==> src/rtl/expr_pkg.sv <==
// Shared definitions for the expression checker/evaluator family:
// character codes, FSM state encoding and character-class encoding.
package expr_pkg;

    localparam logic [7:0] CH_0   = 8'd48;
    localparam logic [7:0] CH_9   = 8'd57;
    localparam logic [7:0] CH_ADD = 8'd43;
    localparam logic [7:0] CH_MUL = 8'd42;

    typedef enum logic [1:0] {
        START = 2'd0,
        NUM   = 2'd1,
        OPR   = 2'd2,
        ERR   = 2'd3
    } state_t;

    typedef enum logic [1:0] {
        DIGIT   = 2'd0,
        OP_ADD  = 2'd1,
        OP_MUL  = 2'd2,
        ILLEGAL = 2'd3
    } cclass_t;

endpackage

==> src/rtl/expr_char_class.sv <==
// Combinational ASCII decode into a character class and a 4-bit digit value.
module expr_char_class
    import expr_pkg::*;
(
    input  logic [7:0] i_char,
    output cclass_t    o_class_c,
    output logic [3:0] o_digit_c
);

    always_comb begin
        o_class_c = ILLEGAL;
        o_digit_c = 4'd0;
        if ((i_char >= CH_0) && (i_char <= CH_9)) begin
            o_class_c = DIGIT;
            o_digit_c = 4'(i_char - CH_0);
        end else if (i_char == CH_ADD) begin
            o_class_c = OP_ADD;
        end else if (i_char == CH_MUL) begin
            o_class_c = OP_MUL;
        end
    end

endmodule

==> src/rtl/expr_evaluator.sv <==
// On-the-fly evaluator for '+'/'*' expressions over digit operands, '*' binding tighter.
// Define MULTIDIGIT_EN to let consecutive digits build a decimal operand.
module expr_evaluator
    import expr_pkg::*;
#(
    parameter int unsigned W = 16
) (
    input  logic         clk,
    input  logic         clr_n,
    input  logic         restart,
    input  logic         in_valid,
    input  logic [7:0]   in,
    output logic [W-1:0] result,
    output logic         ok,
    output logic         err,
    output logic         ovf
);

    localparam int unsigned WW = 2 * W;
    localparam int unsigned WS = W + 1;

    state_t       r_state;
    logic [W-1:0] r_sum;
    logic [W-1:0] r_prod;
    logic [W-1:0] r_num;
    logic [W-1:0] r_result;
    logic         r_ok;
    logic         r_err;
    logic         r_ovf;

    state_t       w_state_next;
    logic [W-1:0] w_sum_next;
    logic [W-1:0] w_prod_next;
    logic [W-1:0] w_num_next;
    logic [W-1:0] w_result_next;
    logic         w_ovf_next;

    cclass_t      w_class;
    logic [3:0]   w_digit;

    expr_char_class u_char_class (
        .i_char    (in),
        .o_class_c (w_class),
        .o_digit_c (w_digit)
    );

    // Restart clears first; a char sampled on the same edge then applies to the fresh expression.
    state_t       w_st_b;
    logic [W-1:0] w_sum_b;
    logic [W-1:0] w_prod_b;
    logic [W-1:0] w_num_b;
    logic [W-1:0] w_result_b;
    logic         w_ovf_b;

    always_comb begin
        w_st_b     = r_state;
        w_sum_b    = r_sum;
        w_prod_b   = r_prod;
        w_num_b    = r_num;
        w_result_b = r_result;
        w_ovf_b    = r_ovf;
        if (restart) begin
            w_st_b     = START;
            w_sum_b    = '0;
            w_prod_b   = W'(1);
            w_num_b    = '0;
            w_result_b = '0;
            w_ovf_b    = 1'b0;
        end
    end

    // Operand after an accepted digit
    logic [W-1:0] w_num_dig;
    logic         w_dec_ovf;
`ifdef MULTIDIGIT_EN
    localparam int unsigned WD = W + 4;
    logic [WD-1:0] w_dec_wide;
    assign w_dec_wide = (WD'(w_num_b) * WD'(10)) + WD'(w_digit);
    assign w_num_dig  = w_dec_wide[W-1:0];
    assign w_dec_ovf  = |w_dec_wide[WD-1:W];
`else
    assign w_num_dig  = W'(w_digit);
    assign w_dec_ovf  = 1'b0;
`endif

    // Value of the prefix once the digit is folded in: sum + prod*num
    logic [WW-1:0] w_dprod_wide;
    logic [WS-1:0] w_dsum_wide;
    logic          w_dig_ovf;
    assign w_dprod_wide = WW'(w_prod_b) * WW'(w_num_dig);
    assign w_dsum_wide  = WS'(w_sum_b) + WS'(w_dprod_wide[W-1:0]);
    assign w_dig_ovf    = w_dec_ovf | (|w_dprod_wide[WW-1:W]) | w_dsum_wide[W];

    // Operator folding of the current operand into the accumulators
    logic [WW-1:0] w_oprod_wide;
    logic [WS-1:0] w_osum_wide;
    assign w_oprod_wide = WW'(w_prod_b) * WW'(w_num_b);
    assign w_osum_wide  = WS'(w_sum_b) + WS'(w_oprod_wide[W-1:0]);

    logic w_take_dig;
    logic w_take_add;
    logic w_take_mul;

    always_comb begin : fsm_next
        w_state_next = w_st_b;
        w_take_dig   = 1'b0;
        w_take_add   = 1'b0;
        w_take_mul   = 1'b0;
        if (in_valid) begin
            case (w_st_b)
                START, OPR: begin
                    if (w_class == DIGIT) begin
                        w_state_next = NUM;
                        w_take_dig   = 1'b1;
                    end else begin
                        w_state_next = ERR;
                    end
                end
                NUM: begin
                    case (w_class)
                        OP_ADD: begin
                            w_state_next = OPR;
                            w_take_add   = 1'b1;
                        end
                        OP_MUL: begin
                            w_state_next = OPR;
                            w_take_mul   = 1'b1;
                        end
`ifdef MULTIDIGIT_EN
                        DIGIT: begin
                            w_state_next = NUM;
                            w_take_dig   = 1'b1;
                        end
`endif
                        default: w_state_next = ERR;
                    endcase
                end
                default: w_state_next = ERR;
            endcase
        end
    end

    always_comb begin : dp_next
        w_sum_next    = w_sum_b;
        w_prod_next   = w_prod_b;
        w_num_next    = w_num_b;
        w_result_next = w_result_b;
        w_ovf_next    = w_ovf_b;
        if (w_take_dig) begin
            w_num_next    = w_num_dig;
            w_result_next = w_dsum_wide[W-1:0];
            w_ovf_next    = w_ovf_b | w_dig_ovf;
        end
        if (w_take_add) begin
            w_sum_next  = w_osum_wide[W-1:0];
            w_prod_next = W'(1);
            w_num_next  = '0;
            w_ovf_next  = w_ovf_b | (|w_oprod_wide[WW-1:W]) | w_osum_wide[W];
        end
        if (w_take_mul) begin
            w_prod_next = w_oprod_wide[W-1:0];
            w_num_next  = '0;
            w_ovf_next  = w_ovf_b | (|w_oprod_wide[WW-1:W]);
        end
        if (w_state_next == ERR) begin
            w_result_next = '0;
        end
    end

    always_ff @(posedge clk or negedge clr_n) begin
        if (!clr_n) begin
            r_state  <= START;
            r_sum    <= '0;
            r_prod   <= W'(1);
            r_num    <= '0;
            r_result <= '0;
            r_ok     <= 1'b0;
            r_err    <= 1'b0;
            r_ovf    <= 1'b0;
        end else begin
            r_state  <= w_state_next;
            r_sum    <= w_sum_next;
            r_prod   <= w_prod_next;
            r_num    <= w_num_next;
            r_result <= w_result_next;
            r_ok     <= (w_state_next == NUM);
            r_err    <= (w_state_next == ERR);
            r_ovf    <= w_ovf_next;
        end
    end

    assign result = r_result;
    assign ok     = r_ok;
    assign err    = r_err;
    assign ovf    = r_ovf;

endmodule

==> config.mk <==
export PLATFORM = sky130hd
export DESIGN_NAME = expr_evaluator
export DESIGN_NICKNAME = d
export VERILOG_FILES = /design/src/rtl/expr_pkg.sv /design/src/rtl/expr_char_class.sv /design/src/rtl/expr_evaluator.sv
export SDC_FILE = /design/constraint.sdc
export NUM_CORES = 1
export LEC_CHECK = 0
export BUFFER_PORTS_ARGS = -buffer_cell sky130_fd_sc_hd__clkbuf_2
export CAP_MARGIN = 20
export CORE_UTILIZATION = 35
export CTS_CLUSTER_SIZE = 10
export DETAILED_ROUTE_END_ITERATION = 8
export HOLD_SLACK_MARGIN = 0.05
export SLEW_MARGIN = 25
export SYNTH_ARGS = -nofsm -noshare
export SYNTH_HDL_FRONTEND = slang
export SYNTH_HIERARCHICAL = 1
export SYNTH_SLANG_ARGS = --single-unit
==> constraint.sdc <==
create_clock -name clk -period 16.25 [get_ports clk]
set_clock_uncertainty 0.2 [all_clocks]
set_input_delay 3.25 -clock clk [delete_from_list [all_inputs] [get_ports clk]]
set_output_delay 3.25 -clock clk [all_outputs]
set_load 0.01 [all_outputs]
# == Word level (Yosys, flattened, before mapping) ==
# Index checks and enable logic that the tools add are counted.
# Widths: inputs -> output; s select.
# word_totals
romBits,0
input_bits,12
n_memories,0
reg_bits,69
word_cells,69
ram_bits,0
latch_bits,0
out_inout_bits,19
# classes
bitwise,4
reduce_logical,8
mux,34
n_lt_le_gt_ge,2
shifts,0
n_mul,2
eq_ne,8
add_sub_neg,3
div,0
# op_table
operator,n
$mux 16,12
$add 16x16->17,2
$mul 16x16->32,1
$reduce_or 16->1,2
$mul 16x4->20,1
$eq 8x6->1 const B,2
$mux 1,15
$mux 2,5
$ge 8x6->1 const B,1
$le 8x6->1 const B,1
$eq 2x1->1 const B,3
$eq 2x2->1 const B,3
$logic_not 2->1,2
$mux 4,1
$or 1x1->1,4
$pmux 2 s2,1
$reduce_or 2->1,2
$sub 4x1->4 const B,1
$reduce_bool 3->1,1
$logic_and 1x1->1,1

# == Logic depth before layout (Yosys ltp) ==
# Gate-level depths: netlist of the first run.
# logic_depth
depth_word,11
depth_mapped,30
depth_no_buf,28

# == Cells and area by module ==
# Netlist of the first run, hierarchy kept.
# by_module_without_submodules
module,seq_area_each_um2,instances,area_each_um2,cells_each
expr_evaluator,1727.9,1,14522.7,1667
expr_char_class,0.0,1,130.1,12

# == Worst setup path after synthesis of the first run ==
# Ideal clock, no wire load.
# synth_path
kind,input to register
from,in restart
to,"reg r_ovf, in the netlist ovf"
setup_ps,129
stages,29
slack_ps,6207
arrival_time_ps,9714
required_time_ps,15921
path_buffers,3
path_cell_list,clkbuf_1 > clkbuf_1 > nor2b_1 > clkbuf_1 > nand2_1 > fa_1 > inv_1 > fa_1 > ha_1 > inv_1 > fa_1 > fa_1 > inv_1 > fa_1 > ha_1 > o211ai_1 > a21oi_2 > o21a_1 > o21ai_0 > nand2_1 > xor2_1 > ha_1 > or3_1 > o211ai_1 > nor2b_1 > o21a_1 > o21ai_0 > a21oi_1 > a2111o_1
# synth_between
elab_chain_cells,8
elab_cells_between_ends,28
cone_classes,add/sub (2); mul (2); eq/ne (2); mux (14); bitwise (4); reduce/logical (4)
# synth_lines
element,line,source
start: declaration,expr_evaluator.sv:10,"input logic restart,"
$mux 16 / $mux 2 (equally long branches),expr_evaluator.sv:62,if (restart) begin
$mul 16x4->20 (tied with other cells),expr_evaluator.sv:90,assign w_dprod_wide = WW'(w_prod_b) * WW'(w_num_dig);
$add 16x16->17 (tied with other cells),expr_evaluator.sv:91,assign w_dsum_wide = WS'(w_sum_b) + WS'(w_dprod_wide[W-1:0]);
$or 1x1->1 / $mux 1 (equally long branches),"expr_evaluator.sv:92, expr_evaluator.sv:110",
$or 1x1->1 / $mux 1 (equally long branches),"expr_evaluator.sv:152, expr_evaluator.sv:109",
$mux 1,expr_evaluator.sv:149,if (w_take_dig) begin
$mux 1,expr_evaluator.sv:154,if (w_take_add) begin
$mux 1 *,expr_evaluator.sv:160,if (w_take_mul) begin
via w_ovf_next,expr_evaluator.sv:36,logic w_ovf_next;
end signal: assignment,expr_evaluator.sv:188,r_ovf <= w_ovf_next;
end: declaration,expr_evaluator.sv:29,logic r_ovf;
# The timed path passes the listed nets; every way through them passes the cells marked *.
# A chain may end at the register's enable or synchronous reset.

# == Worst setup path in the final report of the first run ==
# Same ends and word-level chain as after synthesis.

==> reports/metrics.csv, run 1 <==
metric,value,unit
postLayoutCellArea,15700,µm²
busiest_layer,met2,
antenna_left,0,
drt-total-wl,37600,µm
max_freq,91.6,MHz
grt_pass1_wl,62000,µm
place_congestion,0.915,
portBuffers,30,
antenna_found_initial,0,
worstHoldPathCells,2,
vias_per_cell,5.16,
peakVddDrop,0.0475,mV
synth_top_area_cell,fa_1,
switching_power,97.7,µW
worstPathRequired,16280,ps
cts_max_path_buffers,2,
worst_pin_slew,1040,ps
start_kind,primary input,
combPwrFrac,4.0,%
htreeDepth,3,
route.detailed.drc,0,
drtIter0Drc,762,
syn_nets,2078,
syn_inst,1679,
min_period,10920,ps
yosys-top-cells-area,"fa_1 (31%), ha_1 (14%), dfrtp_1 (12%)",
syn_avg_cell_area,8.73,µm²
powerDensity,25.2,nW/µm²
cp.arrival,10950,ps
finalSetupViolations,0,
ys_ff_latch,69,
die_y,207,µm
cts-root-buf,clkbuf_16,
finalHoldViolCount,0,
dieArea,42700,µm²
grt.met2_usage,31.2,%
critPathMaxFanout,51,
globalRouteMet1Util,25.2,%
relSlewSlack,30.6,%
cts_tree,done,
dp_hpwl,29900,µm
num_vias,11400,
die_w,207,µm
cap_violations,0,
insertion_delay,340,ps
power.leakage,7.60,nW
crit_path_frequent_cell,fa_1,
worstSetupEndpointType,register,
core_area,41000,µm²
grt_pass1_vias,11800,
synth-main-ff-cell,dfrtp_1,
placed_cells,2191,
crit_family,adder cells,
rsz0062_at_grt,no,
syn2layout_area_growth,7.24,%
worstRegToRegCells,23,
slowest_delay,810,ps
io_pins,31,
first_pass_iters,5,
worst-path-stages,26,
stdcell_count,2208,
crit_type,primary input to register,
cp.buffers_inverters,7,
hp-class,register to register,
sequentialPowerShare,43.6,%
p_sw_share,24.7,%
synth_edf_count,0,
syn_area,14700,µm²
final_common_cell,inv_1,
hold-worst-slack,284,ps
clkPwrFrac,52.4,%
overflow,0,
drive_gt1_share,5.91,%
cp_slowest_cell,nor2b_1,
diodes,0,
finalMaxSlewViolations,0,
initial_core_util,35.7,%
fin_nets,2070,
num_rows,74,
place_area,15400,µm²
postCtsHoldBufs,0,
status,completed,
synth-async-reset-ratio,100,%
cts_made_buffers,9,
p_int,298,µW
postCtsSetupBuffers,0,
cts_resized,0,
synth_top_area_share,30.6,%
met3_usage,2.48,%
grt_max_degree,70,
ys_types,62,
cts.sinks,69,
yosysWarnings,6,
finalCritPeriodShare,67.2,%
path_clk_slew,60,ps
ys_seq_area_share,11.8,%
layout_common_cells,"inv_1 (261), nand2_1 (241), fa_1 (224)",
grt_usage,18.6,%
fin_tns_setup,0,ps
wire_per_inst,17.0,µm
-- path summary, 6_finish.rpt --
kind	slack [ps]	startpoint	end
worst max-delay path	5330	restart	ovf
worst min-delay path	280	result[9]	result[9]
worst max register to register	8040	r_prod[4]	ovf
worst min register to register	280	result[9]	result[9]
max in group asynchronous	12570	clr_n	r_prod[0]
min in group asynchronous	2700	clr_n	r_sum[5]
-- cell type report --
type / count / area (µm²)
fillers: 4126 / 25300
multi-input cells: 1281 / 11700
flip-flops and latches: 69 / 1730
inverters: 261 / 980
well taps: 532 / 666
repair buffers: 49 / 313
clock buffers: 9 / 225
clock inverters: 7 / 82.6
-- Yosys cell counts, types with 8 or more instances --
library cell,number
inv_1,261
and2_1,155
a21oi_1,62
nand2_1,241
xnor2_1,39
nand2b_1,16
nand3_1,26
mux2_2,8
fa_1,224
o21a_1,9
clkbuf_1,65
a21o_1,13
nor3_1,18
nor2_1,37
dfrtp_1,68
ha_1,163
a22o_1,18
xor2_1,19
and3_1,18
a31oi_1,11
o21ai_0,58
nor2b_1,59
-- cells by family (layout without fill, tap and decap cells) --
kind of cell | after synthesis | in the layout | synth area share [%]
xor+xnor | 58 | 58 | 3.47
fa+ha+maj | 387 | 387 | 44.5
flops | 69 | 69 | 11.8
mux | 10 | 10 | 0.751
simple gates | 601 | 601 | 21.2
compound gates | 225 | 225 | 9.89
buf+inv | 329 | 326 | 8.43
-- power by group through the flow --
stage	logic, mW	registers, mW	clock network, mW
3_5_place_dp	0.0150	0.176	0
5_1_grt	0.0178	0.173	0.218
2_1_floorplan	0.00580	0.176	0
6_report	0.0158	0.173	0.207
4_1_cts	0.0150	0.173	0.212
3_3_place_gp	0.0146	0.176	0
-- flip-flops by register name, indices dropped and copies added (netlist names) --
signal   cells
ok           1
ovf          1
r_sum       16
err          1
result      16
r_state      2
r_num       16
r_prod      16
-- routing by layer --
layer,routed length (µm),vias up
li1,-,5311
met1,16800,5745
met2,18200,294
met3,1760,54
met4,898,0
met5,0,-
-- stage by stage --
| stage | utilization (%) | setup slack (ps) | power (mW) |
|---|---|---|---|
| CTS | 38.2 | 5370 | 0.399 |
| floorplan | - | 6210 | 0.182 |
| global route | 38.3 | 4990 | 0.409 |
| finish | 38.3 | 5330 | 0.396 |
| global placement | 37.5 | 4980 | 0.191 |
| detailed placement | 37.5 | 5010 | 0.191 |
-- tightest hold or removal path: stages (launching register included) --
cell     delay [ps]
dfrtp_1         340
nand2_1          50
o21ai_0          60
Power figures use the tool's default switching activity.
==> inputs of run 2 (changes only) <==
Clock period 16.25 ns to 11.2 ns, I/O delays scaled along.
==> run 2 against run 1 <==
Net effect:
- global-route usage is 0.098 points lower
- count of clock-buffer cells in the layout increased by 1
- sequential cell count unchanged
- final cell count rose by 0.14%
- register-to-register slack worse by 4900 ps
- via count shrank 0.35%
- critical path type unchanged
- largest cell class unchanged
- highest routed layer unchanged
==> reports/metrics.csv, run 2 (synthesized netlist as in run 1, its figures left out) <==
metric,value,unit
start_kind,primary input,
placed_cells,2197,
final_common_cell,inv_1,
relSlewSlack,25.6,%
hp-class,register to register,
finalHoldViolCount,0,
crit_type,primary input to register,
powerDensity,35.6,nW/µm²
cts.sinks,69,
finalCritPeriodShare,89.7,%
grt_pass1_wl,61900,µm
grt_pass1_vias,11900,
worstSetupEndpointType,register,
cts_resized,0,
path_clk_slew,60,ps
min_period,10050,ps
rsz0062_at_grt,no,
route.detailed.drc,0,
diodes,0,
status,completed,
dieArea,42700,µm²
fin_nets,2075,
drt-total-wl,37500,µm
die_y,207,µm
worstPathRequired,11230,ps
place_ws,895,ps
htreeDepth,3,
portBuffers,30,
cp.arrival,10080,ps
finalSetupViolations,0,
postCtsSetupBuffers,0,
insertion_delay,340,ps
place_congestion,0.910,
peakVddDrop,0.0507,mV
wire_per_inst,16.9,µm
overflow,0,
die_w,207,µm
finalMaxSlewViolations,0,
antenna_left,0,
core_area,41000,µm²
stdcell_count,2211,
cap_violations,0,
cts-root-buf,clkbuf_16,
initial_core_util,35.7,%
vias_per_cell,5.14,
syn2layout_area_growth,7.19,%
power.leakage,7.61,nW
num_vias,11400,
worst_pin_slew,1110,ps
cts_made_buffers,9,
first_pass_iters,5,
fin_tns_setup,0,ps
drive_gt1_share,6.02,%
dp_hpwl,30000,µm
postCtsHoldBufs,0,
grt_usage,18.5,%
finalPower,559,µW
num_rows,74,
io_pins,31,
setup_slack,1150,ps
cts_tree,done,
grt_max_degree,70,
place_area,15400,µm²
antenna_found_initial,0,
drtIter0Drc,700,
postLayoutCellArea,15700,µm²
cts_max_path_buffers,2,
layout_common_cells,"inv_1 (261), nand2_1 (241), fa_1 (224)",
max_freq,99.5,MHz
critPathMaxFanout,30,
run 2: changes by cell type in the layout (fill, tap and decap cells not counted), sizes merged:
cell,change
buf,+5
inv,-3
clkbuf,+1
run 2: per-stage QoR:
stage,util [%],hold WS [ps]
2_1_floorplan,-,316
3_3_place_gp,37.6,269
3_5_place_dp,37.6,280
4_1_cts,38.3,292
5_1_grt,38.3,320
6_report,38.3,280
run 2: final timing paths:
kind	from	to	slack [ps]	cells past startpoint
max	restart	ovf	1150	24
min	result[15]	result[15]	280	2
max reg2reg	r_num[7]	ovf	3100	22
min reg2reg	result[15]	result[15]	280	2
max in group asynchronous	clr_n	r_num[11]	8280	2
min in group asynchronous	clr_n	r_sum[4]	1910	2
run 2: cell type report:
class                   count  area (µm²)
flip-flops and latches     69        1730
multi-input cells        1281       11700
clock inverters             4        50.0
repair buffers             54         330
well taps                 532         666
clock buffers              10         239
fillers                  4157       25300
inverters                 261         980
run 2: worst max-delay path, stage by stage:
cell      delay, ps
clkbuf_2        300
buf_4           370
nor2b_1         830
nand2_1         180
fa_1            530
fa_1            550
inv_1            60
fa_1            480
fa_1            500
fa_1            490
inv_1            50
fa_1            470
inv_1            40
ha_1            380
nand4_2         180
nor3_1          340
o211ai_1        280
and2_1          260
o211ai_1        350
a21oi_1         130
a211oi_1        300
nand3_1         150
o21a_1          260
a2111o_1        350
run 2: metal layers:
| metal | share of wire [%] | track usage, % | up-vias | wire length [µm] |
|---|---|---|---|---|
| met3 | 5.0 | 2.75 | 61 | 1860 |
| met5 | 0 | 0 | - | 0 |
| met2 | 47 | 30.6 | 249 | 17800 |
| met4 | 2.9 | 5.88 | 0 | 1070 |
| met1 | 45 | 24.9 | 5731 | 16800 |
| li1 | - | - | 5323 | - |
run 2: where the power goes:
part	internal, mW	total [mW]	switching, mW
sequential	0.250	0.251	0.000486
clock	0.175	0.286	0.111
combinational	0.00546	0.0217	0.0162
